==> src/rtl/active_list_commit_pkg.sv <==
// active_list_commit_pkg: shared widths and the active-list entry layout used by rename and retirement
package active_list_commit_pkg;
    localparam int REG_ADDR_WIDTH  = 5;
    localparam int FREE_LIST_WIDTH = 3;
    localparam int DEPTH           = 2 ** FREE_LIST_WIDTH;
    localparam int PHYS_ADDR_WIDTH = REG_ADDR_WIDTH + 1;

    typedef struct packed {
        logic                       valid;
        logic                       done;
        logic                       writes_back;
        logic [REG_ADDR_WIDTH-1:0]  vaddr;
        logic [PHYS_ADDR_WIDTH-1:0] new_paddr;
        logic [PHYS_ADDR_WIDTH-1:0] old_paddr;
        logic                       is_branch;
    } al_entry_t;
endpackage

==> src/rtl/active_list_commit_ptr.sv <==
// active_list_ptr: head/tail pointers and occupancy count; full and empty come from the count alone
module active_list_ptr
    import active_list_commit_pkg::*;
(
    input  logic                       i_Clk,
    input  logic                       i_Reset_n,
    input  logic                       i_Flush,
    input  logic                       i_Alloc,
    input  logic                       i_Commit,
    output logic [FREE_LIST_WIDTH-1:0] o_Head,
    output logic [FREE_LIST_WIDTH-1:0] o_Tail,
    output logic                       o_Full,
    output logic                       o_Empty
);
    localparam logic [FREE_LIST_WIDTH:0] FULL_COUNT = (FREE_LIST_WIDTH + 1)'(DEPTH);

    logic [FREE_LIST_WIDTH-1:0] head_q, head_d, tail_q, tail_d;
    logic [FREE_LIST_WIDTH:0]   count_q, count_d;

    // pointers wrap naturally at DEPTH; flush returns everything to the empty state
    always_comb begin
        head_d  = i_Flush ? '0 : head_q + FREE_LIST_WIDTH'(i_Commit);
        tail_d  = i_Flush ? '0 : tail_q + FREE_LIST_WIDTH'(i_Alloc);
        count_d = i_Flush ? '0 : count_q + (FREE_LIST_WIDTH + 1)'(i_Alloc) - (FREE_LIST_WIDTH + 1)'(i_Commit);
    end

    // pointer and count registers
    always_ff @(posedge i_Clk or negedge i_Reset_n) begin
        if (!i_Reset_n) begin
            head_q  <= '0;
            tail_q  <= '0;
            count_q <= '0;
        end else begin
            head_q  <= head_d;
            tail_q  <= tail_d;
            count_q <= count_d;
        end
    end

    assign o_Head  = head_q;
    assign o_Tail  = tail_q;
    assign o_Full  = count_q == FULL_COUNT;
    assign o_Empty = count_q == '0;
endmodule

==> src/rtl/active_list_commit.sv <==
// active_list_commit: in-order retirement buffer; marks entries done from writeback and retires the head
module active_list_commit
    import active_list_commit_pkg::*;
(
    input  logic                       i_Clk,
    input  logic                       i_Reset_n,
    input  logic                       i_Flush,
    input  logic                       i_Alloc_Valid,
    input  logic                       i_Alloc_Writes_Back,
    input  logic [REG_ADDR_WIDTH-1:0]  i_Alloc_VAddr,
    input  logic [PHYS_ADDR_WIDTH-1:0] i_Alloc_New_PAddr,
    input  logic [PHYS_ADDR_WIDTH-1:0] i_Alloc_Old_PAddr,
    input  logic                       i_Alloc_Is_Branch,
    output logic [FREE_LIST_WIDTH-1:0] o_Alloc_Index,
    output logic                       o_Full,
    output logic                       o_Empty,
    input  logic                       i_Complete_Valid,
    input  logic [FREE_LIST_WIDTH-1:0] i_Complete_Index,
    input  logic                       i_Commit_Stall,
    output logic                       o_Commit_Valid,
    output logic                       o_Commit_Writes_Back,
    output logic [REG_ADDR_WIDTH-1:0]  o_Commit_VAddr,
    output logic [PHYS_ADDR_WIDTH-1:0] o_Commit_PAddr,
    output logic                       o_Free_Valid,
    output logic [PHYS_ADDR_WIDTH-1:0] o_Free_PAddr,
    output logic                       o_Commit_Is_Branch
);
    logic [FREE_LIST_WIDTH-1:0] head, tail;
    logic                       full, empty, alloc_fire, commit_fire;
    al_entry_t                  entries_q [DEPTH];
    al_entry_t                  entries_d [DEPTH];
    al_entry_t                  head_e;
    logic                       cv_q, cv_d, cwb_q, cwb_d, cbr_q, cbr_d;
    logic [REG_ADDR_WIDTH-1:0]  cva_q, cva_d;
    logic [PHYS_ADDR_WIDTH-1:0] cpa_q, cpa_d, fpa_q, fpa_d;

    active_list_ptr u_ptr (
        .i_Clk     (i_Clk),
        .i_Reset_n (i_Reset_n),
        .i_Flush   (i_Flush),
        .i_Alloc   (alloc_fire),
        .i_Commit  (commit_fire),
        .o_Head    (head),
        .o_Tail    (tail),
        .o_Full    (full),
        .o_Empty   (empty)
    );

    // entry updates: complete, then retire the head, then write the new tail entry; flush clears all
    always_comb begin
        head_e      = entries_q[head];
        alloc_fire  = i_Alloc_Valid & ~full;
        commit_fire = ~i_Commit_Stall & ~empty & head_e.valid & head_e.done;
        entries_d   = entries_q;
        if (i_Complete_Valid && entries_q[i_Complete_Index].valid)
            entries_d[i_Complete_Index].done = 1'b1;
        if (commit_fire) begin
            entries_d[head].valid = 1'b0;
            entries_d[head].done  = 1'b0;
        end
        if (alloc_fire)
            entries_d[tail] = '{valid: 1'b1, done: 1'b0, writes_back: i_Alloc_Writes_Back,
                                vaddr: i_Alloc_VAddr, new_paddr: i_Alloc_New_PAddr,
                                old_paddr: i_Alloc_Old_PAddr, is_branch: i_Alloc_Is_Branch};
        cv_d  = commit_fire;
        cwb_d = commit_fire ? head_e.writes_back : cwb_q;
        cva_d = commit_fire ? head_e.vaddr       : cva_q;
        cpa_d = commit_fire ? head_e.new_paddr   : cpa_q;
        fpa_d = commit_fire ? head_e.old_paddr   : fpa_q;
        cbr_d = commit_fire ? head_e.is_branch   : cbr_q;
        if (i_Flush) begin
            for (int i = 0; i < DEPTH; i++) begin
                entries_d[i].valid = 1'b0;
                entries_d[i].done  = 1'b0;
            end
            cv_d  = 1'b0;
            cwb_d = 1'b0;
            cva_d = '0;
            cpa_d = '0;
            fpa_d = '0;
            cbr_d = 1'b0;
        end
    end

    // entry storage and registered commit outputs
    always_ff @(posedge i_Clk or negedge i_Reset_n) begin
        if (!i_Reset_n) begin
            entries_q <= '{default: '0};
            cv_q      <= 1'b0;
            cwb_q     <= 1'b0;
            cva_q     <= '0;
            cpa_q     <= '0;
            fpa_q     <= '0;
            cbr_q     <= 1'b0;
        end else begin
            entries_q <= entries_d;
            cv_q      <= cv_d;
            cwb_q     <= cwb_d;
            cva_q     <= cva_d;
            cpa_q     <= cpa_d;
            fpa_q     <= fpa_d;
            cbr_q     <= cbr_d;
        end
    end

    assign o_Alloc_Index        = tail;
    assign o_Full               = full;
    assign o_Empty              = empty;
    assign o_Commit_Valid       = cv_q;
    assign o_Commit_Writes_Back = cwb_q;
    assign o_Commit_VAddr       = cva_q;
    assign o_Commit_PAddr       = cpa_q;
    assign o_Free_Valid         = cv_q & cwb_q;
    assign o_Free_PAddr         = fpa_q;
    assign o_Commit_Is_Branch   = cbr_q;
endmodule

==> config.mk <==
export PLATFORM = sky130hd
export DESIGN_NAME = active_list_commit
export DESIGN_NICKNAME = d
export VERILOG_FILES = /design/src/rtl/active_list_commit_pkg.sv /design/src/rtl/active_list_commit_ptr.sv /design/src/rtl/active_list_commit.sv
export SDC_FILE = /design/constraint.sdc
export NUM_CORES = 1
export LEC_CHECK = 0
export CAP_MARGIN = 20
export CORE_UTILIZATION = 30
export DETAILED_ROUTE_END_ITERATION = 8
export GPL_TIMING_DRIVEN = 1
export PLACE_DENSITY_LB_ADDON = 0.2
export SLEW_MARGIN = 20
export SYNTH_ARGS = -nofsm -noshare
export SYNTH_HDL_FRONTEND = slang
export SYNTH_HIERARCHICAL = 1
export SYNTH_SLANG_ARGS = --single-unit
==> constraint.sdc <==
create_clock -name i_Clk -period 5.7 [get_ports i_Clk]
set_input_delay 1.14 -clock i_Clk [delete_from_list [all_inputs] [get_ports i_Clk]]
set_output_delay 1.14 -clock i_Clk [all_outputs]
set_load 0.1 [all_outputs]
# After elaboration in Yosys (flattened, before gate mapping)
# Cells that the tools add are included.
dict set report classes {
  magnitude_cmp 6
  n_mux 43
  eq_ne 1
  bitwise 11
  n_addsub 4
  reduce_logical 6
}
# cell n
set ops {}
lappend ops {{$bwmux W168} 4}
lappend ops {{$mux W168} 3}
lappend ops {{$demux W21 S3} 4}
lappend ops {{$bmux W21 S3} 2}
lappend ops {{$mux W21} 6}
lappend ops {{$mux W20} 2}
lappend ops {{$mux W6} 4}
lappend ops {{$mux W2} 8}
lappend ops {{$ge A4 B4 Y1 const B} 3}
lappend ops {{$lt A4 B1 Y1 const B} 3}
lappend ops {{$not A3 Y4} 3}
lappend ops {{$mux W5} 2}
lappend ops {{$add A3 B1 Y3} 2}
lappend ops {{$mux W3} 2}
lappend ops {{$and A1 B1 Y1} 5}
lappend ops {{$mux W1} 5}
lappend ops {{$add A4 B1 Y4} 1}
lappend ops {{$eq A4 B4 Y1 const B} 1}
lappend ops {{$logic_and A1 B1 Y1} 4}
lappend ops {{$logic_not A4 Y1} 1}
lappend ops {{$mux W4} 1}
lappend ops {{$sub A4 B1 Y4} 1}
lappend ops {{$not A1 Y1} 3}
lappend ops {{$reduce_bool A2 Y1} 1}
dict set report totals {
  output_inout_bits 26
  wordCells 136
  reg_bits 198
  input_bits 28
}

# Depth between registers and ports, before layout
# Gate-level depths: netlist (run 1).
dict set report logic_depth {
  word_depth 13
  ltp_mapped 13
  mapped_depth_nobuf 12
}

# By module
# The synthesis (run 1) kept the hierarchy.
# mod area_each_um2 seq_area_each_um2 n_inst cells_each
set modules_own_cells {}
lappend modules_own_cells {active_list_commit 8804.7 4704.5 1 671}
lappend modules_own_cells {active_list_ptr 550.5 250.2 1 48}

# Least setup slack after synthesis (run 1)
# No wires, ideal clock.
dict set report synth_timing {
  kind {register to register}
  from {register u_ptr.count_q[2]}
  to {register u_ptr.count_q[2]}
  arrival_time_ns 3.010
  slack_ns 2.571
  path_buffers 1
  stages_incl_launch_ff 14
  synth_period_minus_slack_ns 3.129
  setup_ns 0.119
  required_time_ns 5.581
  path_cell_list {dfrtp_1 -> inv_1 -> ha_1 -> and3_1 -> a2111oi_2 -> nand2_1 -> nor2_4 -> buf_6 -> ha_1 -> inv_1 -> ha_1 -> fa_1 -> xnor2_1 -> nor2_1}
}
dict set report synth_between {
  elab_chain_len 7
  word_cells_on_any_way 11
  classes_between {add/sub: 2; eq/ne: 1; mux: 1; bitwise: 6; reduce/logical: 1}
}
# element line
set synth_rtl {}
lappend synth_rtl {{start, declared} active_list_commit_ptr.sv:18} ;# logic [FREE_LIST_WIDTH:0] count_q, count_d;
lappend synth_rtl {{start signal, assigned} active_list_commit_ptr.sv:36} ;# count_q <= count_d;
lappend synth_rtl {{$logic_not A4 Y1} active_list_commit_ptr.sv:43} ;# assign o_Empty = count_q == '0;
lappend synth_rtl {{via o_Empty} active_list_commit.sv:16} ;# output logic o_Empty,
lappend synth_rtl {{$not A1 Y1} active_list_commit.sv:53} ;# commit_fire = ~i_Commit_Stall & ~empty & head_e.valid & head_e.done;
lappend synth_rtl {{$and A1 B1 Y1 (3 in series)} active_list_commit.sv:53}
lappend synth_rtl {{via commit_fire} active_list_commit.sv:29} ;# logic full, empty, alloc_fire, commit_fire;
lappend synth_rtl {{$sub A4 B1 Y4} active_list_commit_ptr.sv:24} ;# count_d = i_Flush ? '0 : count_q + (FREE_LIST_WIDTH + 1)'(i_Alloc) - (FREE_LIST_WIDTH + 1)'(i_Commit);
lappend synth_rtl {{$mux W4} active_list_commit_ptr.sv:24}
lappend synth_rtl {{via u_ptr.count_d[2]} active_list_commit_ptr.sv:18}
# The timed path passes the listed nets, and every way through them passes these cells.
# A chain may end at the register's enable or synchronous reset.

# Final worst setup path (run 1)
dict set report layout_timing {
  from {register u_ptr.count_q[2]}
  to {output port o_Empty}
}
dict set report layout_between {
  elab_chain_len 1
}
# element line
set layout_rtl {}
lappend layout_rtl {{$logic_not A4 Y1} active_list_commit_ptr.sv:43}
lappend layout_rtl {{end, declared} active_list_commit.sv:16}
# No other way between the ends.

==> flow_metrics.env, run 1 <==
export IMPL_drv_slew=0
export IMPL_worst_ep_required_time_ns=4.56
export IMPL_antenna_found_initial=0
export IMPL_ys_seq_elements=198
export IMPL_power_density_nw_per_um2=370
export IMPL_cts_setup_buffers=0
export IMPL_io_buffers=53
export IMPL_crit_type="reg -> out"
export IMPL_whs_path_depth=1
export IMPL_worst_pin_slew_ns=1.09
export IMPL_grt_max_degree=113
export IMPL_die_h_um=179
export IMPL_period_share_pct=63.0
export IMPL_finalPower_mw=4.04
export IMPL_setup_violations=0
export IMPL_tns_ns=0
export IMPL_fmax_mhz=279
export IMPL_insertion_delay_ns=0.44
export IMPL_synth_nets=758
export IMPL_cts_sinks=198
export IMPL_wl_per_cell_um=22.5
export IMPL_htree_levels=4
export IMPL_synth_area_sq_um=9360
export IMPL_rsz0062_at_grt="false"
export IMPL_r2r_start="u_ptr/o_Head[1]"
export IMPL_fp_dieW_um=179
export IMPL_grt_pass1_vias=6555
export IMPL_core_sq_um=30700
export IMPL_rrSetupSlack_ns=2.18
export IMPL_post_cts_resized=0
export IMPL_dpl_cell_area_sq_um=10300
export IMPL_ys_warnings_count=6
export IMPL_worstHoldPathType="reg -> reg"
export IMPL_dieArea_sq_um=31900
export IMPL_drc_errors=0
export IMPL_whs_endpoint="entries_q[31]"
export IMPL_syn2layout_area_growth_pct=16.7
export IMPL_async_reset_ff_share_pct=100
export IMPL_grt_total_usage_pct=17.7
export IMPL_vias=6165
export IMPL_ir_worst_vdd_uv=222
export IMPL_syn_area_per_cell_sq_um=13.0
export IMPL_synth_ff_type="dfrtp_1"
export IMPL_cts_buffer_depth=2
export IMPL_netlist_instances=719
export IMPL_place_hpwl_um=15500
export IMPL_viasPerCell=5.26
export IMPL_routabilityCongestion=0.783
export IMPL_r2r_end="u_ptr/count_q[2]"
export IMPL_firstDrtPassIters=5
export IMPL_hold_violations=0
export IMPL_slew_headroom_pct=27.2
export IMPL_first_iter_violations=359
export IMPL_drive_above_1_share_pct=32.9
export IMPL_critPathArrivalTime_ns=2.45
export IMPL_routed_wl_um=26400
export IMPL_synth_edf_count=0
export IMPL_finalCriticalPeriod_ns=3.59
export IMPL_fin_nets=802
export IMPL_reg2regPathDepth=11
export IMPL_ant_nets=0
export IMPL_cp_max_fo=3
export IMPL_ys_seq_area_share_pct=53.0
export IMPL_ctsHoldBuffers=0
export IMPL_outcome="completed"
export IMPL_cp_start_kind="flop"
export IMPL_cts_buffers=17
export IMPL_end_kind="output port"
export IMPL_globalRouteOverflowTotal=0
export IMPL_clk_transition_reported_paths_ns=0.08
export IMPL_diodes=0
export IMPL_rows=64
export IMPL_power_leakage_nw=4.66
export IMPL_worstHoldStart="entries_q[31]"
export IMPL_grt_pass1_wl_um=41100
export IMPL_cts_tree="yes"
export IMPL_io_pins=54
export IMPL_initial_core_util_pct=30.5
export IMPL_yosysUniqueCellTypes=60
export IMPL_clock_skew_ns=0.0149
export IMPL_final_area_sq_um=10900
export IMPL_root_buffer="clkbuf_16"
export IMPL_maxCapViolCount=0
[state kept, by name, summed over array words and instances (netlist names)]
signal and flops:
entries_q 168, o_Commit_Is_Branch 1, u_ptr/o_Tail 3, o_Commit_Writes_Back 1, u_ptr/count_q 4, u_ptr/o_Head 3
o_Commit_Valid 1, o_Free_PAddr 6, o_Commit_VAddr 5, o_Commit_PAddr 6
[synthesized netlist by cell type, types with 6 or more instances]
cell type  count  share of area (%)
a21oi_1       31                1.7
a221oi_1      16                1.5
a22oi_1       12               0.96
a311oi_1       7               0.66
buf_2         17               0.91
buf_4          6               0.48
clkbuf_1      15               0.60
dfrtp_1      198                 53
ha_1          10                1.3
inv_1         18               0.72
mux2_2       169                 20
mux2i_1       15                1.6
mux4_2        12                2.9
nand2_1       33                1.3
nand3_1        9               0.48
nor2_1        17               0.68
nor2b_1       13               0.87
nor3_1        10               0.53
o21ai_0       13               0.70
o22ai_1        8               0.53
[critical path, cell delays in order (launching register included)]
cell	delay [ns]
dfrtp_1	0.37
inv_1	0.09
ha_1	0.15
and3_1	0.24
clkdlybuf4s50_1	1.16
[routing by layer]
metal | vias to the layer above | wire [um] | part of all wire [%] | track usage, %
li1 | 2774 | - | - | -
met1 | 3250 | 12800 | 49 | 24.4
met2 | 113 | 12100 | 46 | 27.9
met3 | 28 | 1100 | 4.2 | 3.73
met4 | 0 | 401 | 1.5 | 4.98
met5 | - | 0 | 0 | 0
[per-stage QoR]
| stage | worst slack, ns | hold slack (ns) | utilization, % | instances |
|---|---|---|---|---|
| after floorplan | 2.57 | 0.474 | - | 719 |
| after global placement | 1.96 | 0.484 | 33.5 | 1139 |
| after detailed placement | 1.92 | 0.489 | 33.5 | 1139 |
| after CTS | 2.07 | 0.507 | 35.5 | 1171 |
| after global routing | 1.97 | 0.522 | 35.6 | 1172 |
| final | 2.11 | 0.505 | 35.6 | 1172 |
[layout make-up]
| type | count | area (sq um) |
|---|---|---|
| Fill cell | 3011 | 19800 |
| Sequential cell | 198 | 4960 |
| Multi-Input combinational cell | 454 | 4080 |
| Timing Repair Buffer | 73 | 699 |
| Tap cell | 396 | 495 |
| Clock buffer | 17 | 425 |
| Clock inverter | 15 | 188 |
| Inverter | 19 | 71.3 |
[placed cells by master, fill, tap and decap left out, types with 4 or more instances in the layout]
cell               n
dfrtp_1          195
mux2_2           169
clkdlybuf4s50_1   51
nand2_1           33
a21oi_1           31
inv_1             18
buf_4             18
clkbuf_16         17
a221oi_1          16
mux2i_1           15
nor2_1            15
nor2b_1           13
o21ai_0           13
a22oi_1           12
mux4_2            12
nor3_1            10
ha_1              10
nand3_1            9
o22ai_1            8
a311oi_1           7
and2_1             5
nand2b_1           5
a22o_1             5
o2111ai_1          4
a211oi_2           4
[report_power, final]
part / internal (mW) / total (mW) / switching [mW]
Combinational: 0.471 / 0.902 / 0.431
Sequential: 1.72 / 1.88 / 0.155
Clock: 0.634 / 1.26 / 0.625
[worst max-delay path by stage]
stage	start	endpoint	slack [ns]	depth (start not counted)
global route	u_ptr/count_q[2]	o_Empty	1.97	4
global placement	i_Commit_Stall	u_ptr/count_q[1]	1.96	9
detailed placement	i_Commit_Stall	u_ptr/count_q[1]	1.92	9
floorplan	u_ptr/count_q[2]	u_ptr/count_q[2]	2.57	13
CTS	u_ptr/count_q[2]	o_Empty	2.07	4
finish	u_ptr/count_q[2]	o_Empty	2.11	4
[logic make-up after synthesis]
| kind of cell | share of synthesized area (%) |
|---|---|
| adders and majority gates | 1.55 |
| buffers and inverters | 3.56 |
| xor gates and xnor gates | 0.281 |
| and+or+nand+nor | 6.35 |
| AOI/OAI and AO/OA | 10.5 |
| muxes | 24.8 |
| DFF | 53.0 |
(Power assumes the default switching activity.)
==> inputs of run 2 (changes only) <==
==> constraint.sdc (replaced) <==
create_clock -name i_Clk -period 3.3 [get_ports i_Clk]
set_input_delay 0.66 -clock i_Clk [delete_from_list [all_inputs] [get_ports i_Clk]]
set_output_delay 0.66 -clock i_Clk [all_outputs]
set_load 0.1 [all_outputs]
==> flow_metrics.env, run 2 (synthesis results as in run 1) <==
export IMPL_whs_ns=0.202
export IMPL_grt_pass1_wl_um=41100
export IMPL_clk_transition_reported_paths_ns=0.08
export IMPL_cts_sinks=198
export IMPL_fp_dieW_um=179
export IMPL_largest_register="entries_q"
export IMPL_reg2regPathDepth=9
export IMPL_io_pins=54
export IMPL_hold_violations=0
export IMPL_startpoint="u_ptr/o_Head[1]"
export IMPL_clock_skew_ns=0.0111
export IMPL_regArea_sq_um=4960
export IMPL_ctsHoldBuffers=0
export IMPL_finalCriticalPeriod_ns=2.77
export IMPL_die_h_um=179
export IMPL_routabilityCongestion=0.773
export IMPL_worst_pin_slew_ns=1.03
export IMPL_critPathArrivalTime_ns=3.09
export IMPL_setup_violations=0
export IMPL_htree_levels=4
export IMPL_antenna_found_initial=1
export IMPL_routed_wl_um=26400
export IMPL_dieArea_sq_um=31900
export IMPL_fin_nets=815
export IMPL_fillers=3040
export IMPL_final_cell_mix="dfrtp_1 (195), mux2_2 (169), buf_4 (54)"
export IMPL_period_share_pct=84.0
export IMPL_rsz0062_at_grt="false"
export IMPL_cp_max_fo=14
export IMPL_post_cts_resized=0
export IMPL_ant_nets=0
export IMPL_end_kind="flop"
export IMPL_worst_ep_required_time_ns=3.62
export IMPL_cts_tree="yes"
export IMPL_fmax_mhz=361
export IMPL_syn2layout_area_growth_pct=17.1
export IMPL_viasPerCell=5.19
export IMPL_tns_ns=0
export IMPL_power_leakage_nw=4.77
export IMPL_globalRouteOverflowTotal=0
export IMPL_drc_errors=0
export IMPL_slew_headroom_pct=30.8
export IMPL_final_common_cell="dfrtp_1"
export IMPL_io_buffers=53
export IMPL_wl_per_cell_um=22.3
export IMPL_root_buffer="clkbuf_16"
export IMPL_grt_max_degree=65
export IMPL_drive_above_1_share_pct=37.1
export IMPL_grt_total_usage_pct=17.7
export IMPL_diodes=0
export IMPL_crit_end="u_ptr/count_q[1]"
export IMPL_rrSetupSlack_ns=0.53
export IMPL_crit_type="reg -> reg"
export IMPL_largest_reg_flops=168
export IMPL_outcome="completed"
export IMPL_vias=6148
export IMPL_firstDrtPassIters=4
export IMPL_cts_buffer_depth=2
export IMPL_grt_pass1_vias=6438
export IMPL_rows=64
export IMPL_r2r_start="u_ptr/o_Head[1]"
export IMPL_place_hpwl_um=16300
export IMPL_initial_core_util_pct=30.5
export IMPL_multi_input_area_sq_um=4080
export IMPL_worstHoldPathType="in -> async"
export IMPL_power_density_nw_per_um2=632
export IMPL_core_sq_um=30700
export IMPL_first_iter_violations=375
export IMPL_dp_cells=1153
export IMPL_insertion_delay_ns=0.45
export IMPL_ir_worst_vdd_uv=407
export IMPL_cts_setup_buffers=0
export IMPL_final_cell_count_no_fill=1185
export IMPL_maxCapViolCount=0
export IMPL_r2r_end="u_ptr/count_q[1]"
export IMPL_cp_start_kind="flop"
export IMPL_cts_buffers=17
export IMPL_drv_slew=0
## run 2: changes by cell type in the layout (fill, tap and decap cells not counted), moves of 3 or more
cell and change:
buf_4 +36, clkdlybuf4s50_1 -26, buf_12 +4, clkinv_4 -3, clkinv_8 -3, inv_6 +3
## run 2: report_power, final
group          switching, mW  internal, mW  total (mW)
clock                   1.02          1.09        2.11
combinational          0.754         0.820        1.57
sequential             0.268          2.97        3.24
## run 2: routing by layer
metal	routed length, um	up-vias	track usage (%)	part of all wire [%]
met1	12700	3239	24.9	48
met3	1020	18	2.62	3.8
met5	13	-	0	0.049
met2	12400	109	27.9	47
met4	278	2	5.47	1.1
li1	-	2780	-	-
## run 2: cell type report
| cell class | count | share of cell area [%] |
|---|---|---|
| Clock buffer | 19 | 4.04 |
| Multi-Input combinational cell | 454 | 37.2 |
| Clock inverter | 13 | 1.23 |
| Timing Repair Buffer | 86 | 7.07 |
| Tap cell | 396 | 4.52 |
| Inverter | 19 | 0.651 |
| Sequential cell | 198 | 45.3 |
## run 2: stage by stage
stage | area [sq um] | power, mW | util, % | worst slack (ns)
after floorplan | 9360 | 4.41 | - | 0.171
after global placement | 10400 | 4.85 | 33.8 | 0.410
after detailed placement | 10400 | 4.88 | 33.8 | 0.382
after CTS | 11000 | 7.00 | 35.7 | 0.518
after global routing | 11000 | 7.31 | 35.7 | 0.379
final | 11000 | 6.93 | 35.7 | 0.528
## run 2: critical path, stage by stage (launching register included)
cell	delay [ns]
dfrtp_2	0.52
and2_1	0.35
a2111oi_2	0.44
nand2_1	0.17
nor2_4	0.13
ha_1	0.23
inv_1	0.06
ha_1	0.18
fa_1	0.41
nor2b_1	0.13
## run 2: how the worst min path moves through the flow
stage | start | end | slack, ns | depth (start not counted)
global route | i_Reset_n | u_ptr/o_Tail[1] | 0.23 | 1
floorplan | i_Reset_n | entries_q[0] | 0.36 | 0
global placement | entries_q[29] | entries_q[29] | 0.48 | 1
CTS | i_Reset_n | u_ptr/count_q[2] | 0.23 | 1
detailed placement | entries_q[29] | entries_q[29] | 0.49 | 1
finish | i_Reset_n | entries_q[137] | 0.20 | 1
==> inputs of run 3 (changes only) <==
==> constraint.sdc (replaced) <==
create_clock -name i_Clk -period 2.6 [get_ports i_Clk]
set_input_delay 0.52 -clock i_Clk [delete_from_list [all_inputs] [get_ports i_Clk]]
set_output_delay 0.52 -clock i_Clk [all_outputs]
set_load 0.1 [all_outputs]
==> flow_metrics.env, run 3 (synthesis results as in run 1) <==
export IMPL_cp_max_fo=15
export IMPL_fmax_mhz=415
export IMPL_startpoint="u_ptr/o_Head[2]"
export IMPL_first_iter_violations=376
export IMPL_io_buffers=53
export IMPL_drv_slew=0
export IMPL_core_sq_um=30700
export IMPL_cts_sinks=198
export IMPL_grt_pass1_wl_um=41200
export IMPL_wl_per_cell_um=22.3
export IMPL_place_hpwl_um=16300
export IMPL_r2r_start="u_ptr/o_Head[2]"
export IMPL_globalRouteOverflowTotal=0
export IMPL_hold_violations=0
export IMPL_rows=64
export IMPL_fillers=3017
export IMPL_fp_dieW_um=179
export IMPL_drive_above_1_share_pct=39.5
export IMPL_finalCoreUtilization_pct=36.7
export IMPL_cts_buffer_depth=2
export IMPL_grt_pass1_vias=6521
export IMPL_worstHoldPathType="in -> async"
export IMPL_io_pins=54
export IMPL_initial_core_util_pct=30.5
export IMPL_setup_violations=0
export IMPL_dieArea_sq_um=31900
export IMPL_largest_reg_flops=168
export IMPL_routabilityCongestion=0.785
export IMPL_fin_nets=829
export IMPL_power_leakage_nw=4.90
export IMPL_fin_ws_ns=0.188
export IMPL_syn2layout_area_growth_pct=20.5
export IMPL_routed_wl_um=26700
export IMPL_root_buffer="clkbuf_16"
export IMPL_regArea_sq_um=4960
export IMPL_critPathArrivalTime_ns=2.73
export IMPL_end_kind="flop"
export IMPL_htree_levels=4
export IMPL_clock_skew_ns=0.0134
export IMPL_worst_ep_required_time_ns=2.92
export IMPL_ant_nets=0
export IMPL_antenna_found_initial=1
export IMPL_insertion_delay_ns=0.43
export IMPL_tns_ns=0
export IMPL_cts_buffers=17
export IMPL_final_common_cell="dfrtp_1"
export IMPL_maxCapViolCount=0
export IMPL_multi_input_area_sq_um=4150
export IMPL_grt_max_degree=49
export IMPL_firstDrtPassIters=4
export IMPL_rsz0062_at_grt="false"
export IMPL_cp_start_kind="flop"
export IMPL_final_cell_mix="dfrtp_1 (195), mux2_2 (169), buf_4 (60)"
export IMPL_outcome="completed"
export IMPL_ir_worst_vdd_uv=479
export IMPL_finalCriticalPeriod_ns=2.41
export IMPL_largest_register="entries_q"
export IMPL_drc_errors=0
export IMPL_finalPower_mw=9.01
export IMPL_worst_pin_slew_ns=0.626
export IMPL_crit_type="reg -> reg"
export IMPL_diodes=0
export IMPL_cts_tree="yes"
export IMPL_vias=6264
export IMPL_die_h_um=179
export IMPL_slew_headroom_pct=58.3
export IMPL_viasPerCell=5.23
export IMPL_power_density_nw_per_um2=799
export IMPL_pre_cts_ws_ns=0.0699
export IMPL_grt_total_usage_pct=17.8
export IMPL_cts_setup_buffers=0
export IMPL_clk_transition_reported_paths_ns=0.08
export IMPL_period_share_pct=92.8
run 3: routing by layer:
metal,part of all wire (%),global-route usage [%],vias to the layer above
li1,-,-,2808
met1,48,24.7,3329
met2,48,29.0,107
met3,3.0,2.66,20
met4,1.1,4.20,0
met5,0,0,-
run 3: final timing paths:
kind	to	slack [ns]	cells past startpoint
min	u_ptr/count_q[1]	0.05	1
min in group i_Clk	entries_q[31]	0.50	1
max in group asynchronous	entries_q[47]	1.88	2
min reg2reg	entries_q[31]	0.50	1
max reg2reg	u_ptr/count_q[2]	0.19	10
max	u_ptr/count_q[2]	0.19	10
run 3: per-stage QoR:
stage | instances | cell area [sq um] | hold WS [ns]
final | 1197 | 11300 | 0.0507
after global routing | 1197 | 11300 | 0.0642
after CTS | 1197 | 11300 | 0.0578
after detailed placement | 1167 | 10600 | 0.488
after global placement | 1167 | 10600 | 0.482
after floorplan | 719 | 9430 | 0.224
run 3: power by group:
group / total, mW / switching, mW / internal [mW]
Combinational: 2.08 / 0.973 / 1.10
Clock: 2.82 / 1.19 / 1.63
Sequential: 4.12 / 0.342 / 3.77
run 3: final cells by class:
cell class	instances	area share (%)
sequential	198	44.0
multi-input combinational	454	36.8
timing repair buffer	100	8.69
tap	396	4.40
clock buffer	18	3.90
clock inverter	12	1.58
inverter	19	0.633
run 3: worst max-delay path, cell delays in order (launching register included):
cell and delay (ns):
dfrtp_2 0.56, mux2i_1 0.40, a2111oi_4 0.14, nand2_2 0.12
nor2_4 0.05, ha_4 0.26, inv_2 0.03, ha_4 0.15
fa_1 0.37, xnor2_1 0.16, nor2_1 0.05
run 3: what timing repair did:
action / in CTS / in global routing
gates resized for setup: 0 / 1
hold buffers: 0 / 0
endpoints found under the setup margin: 0 / 1
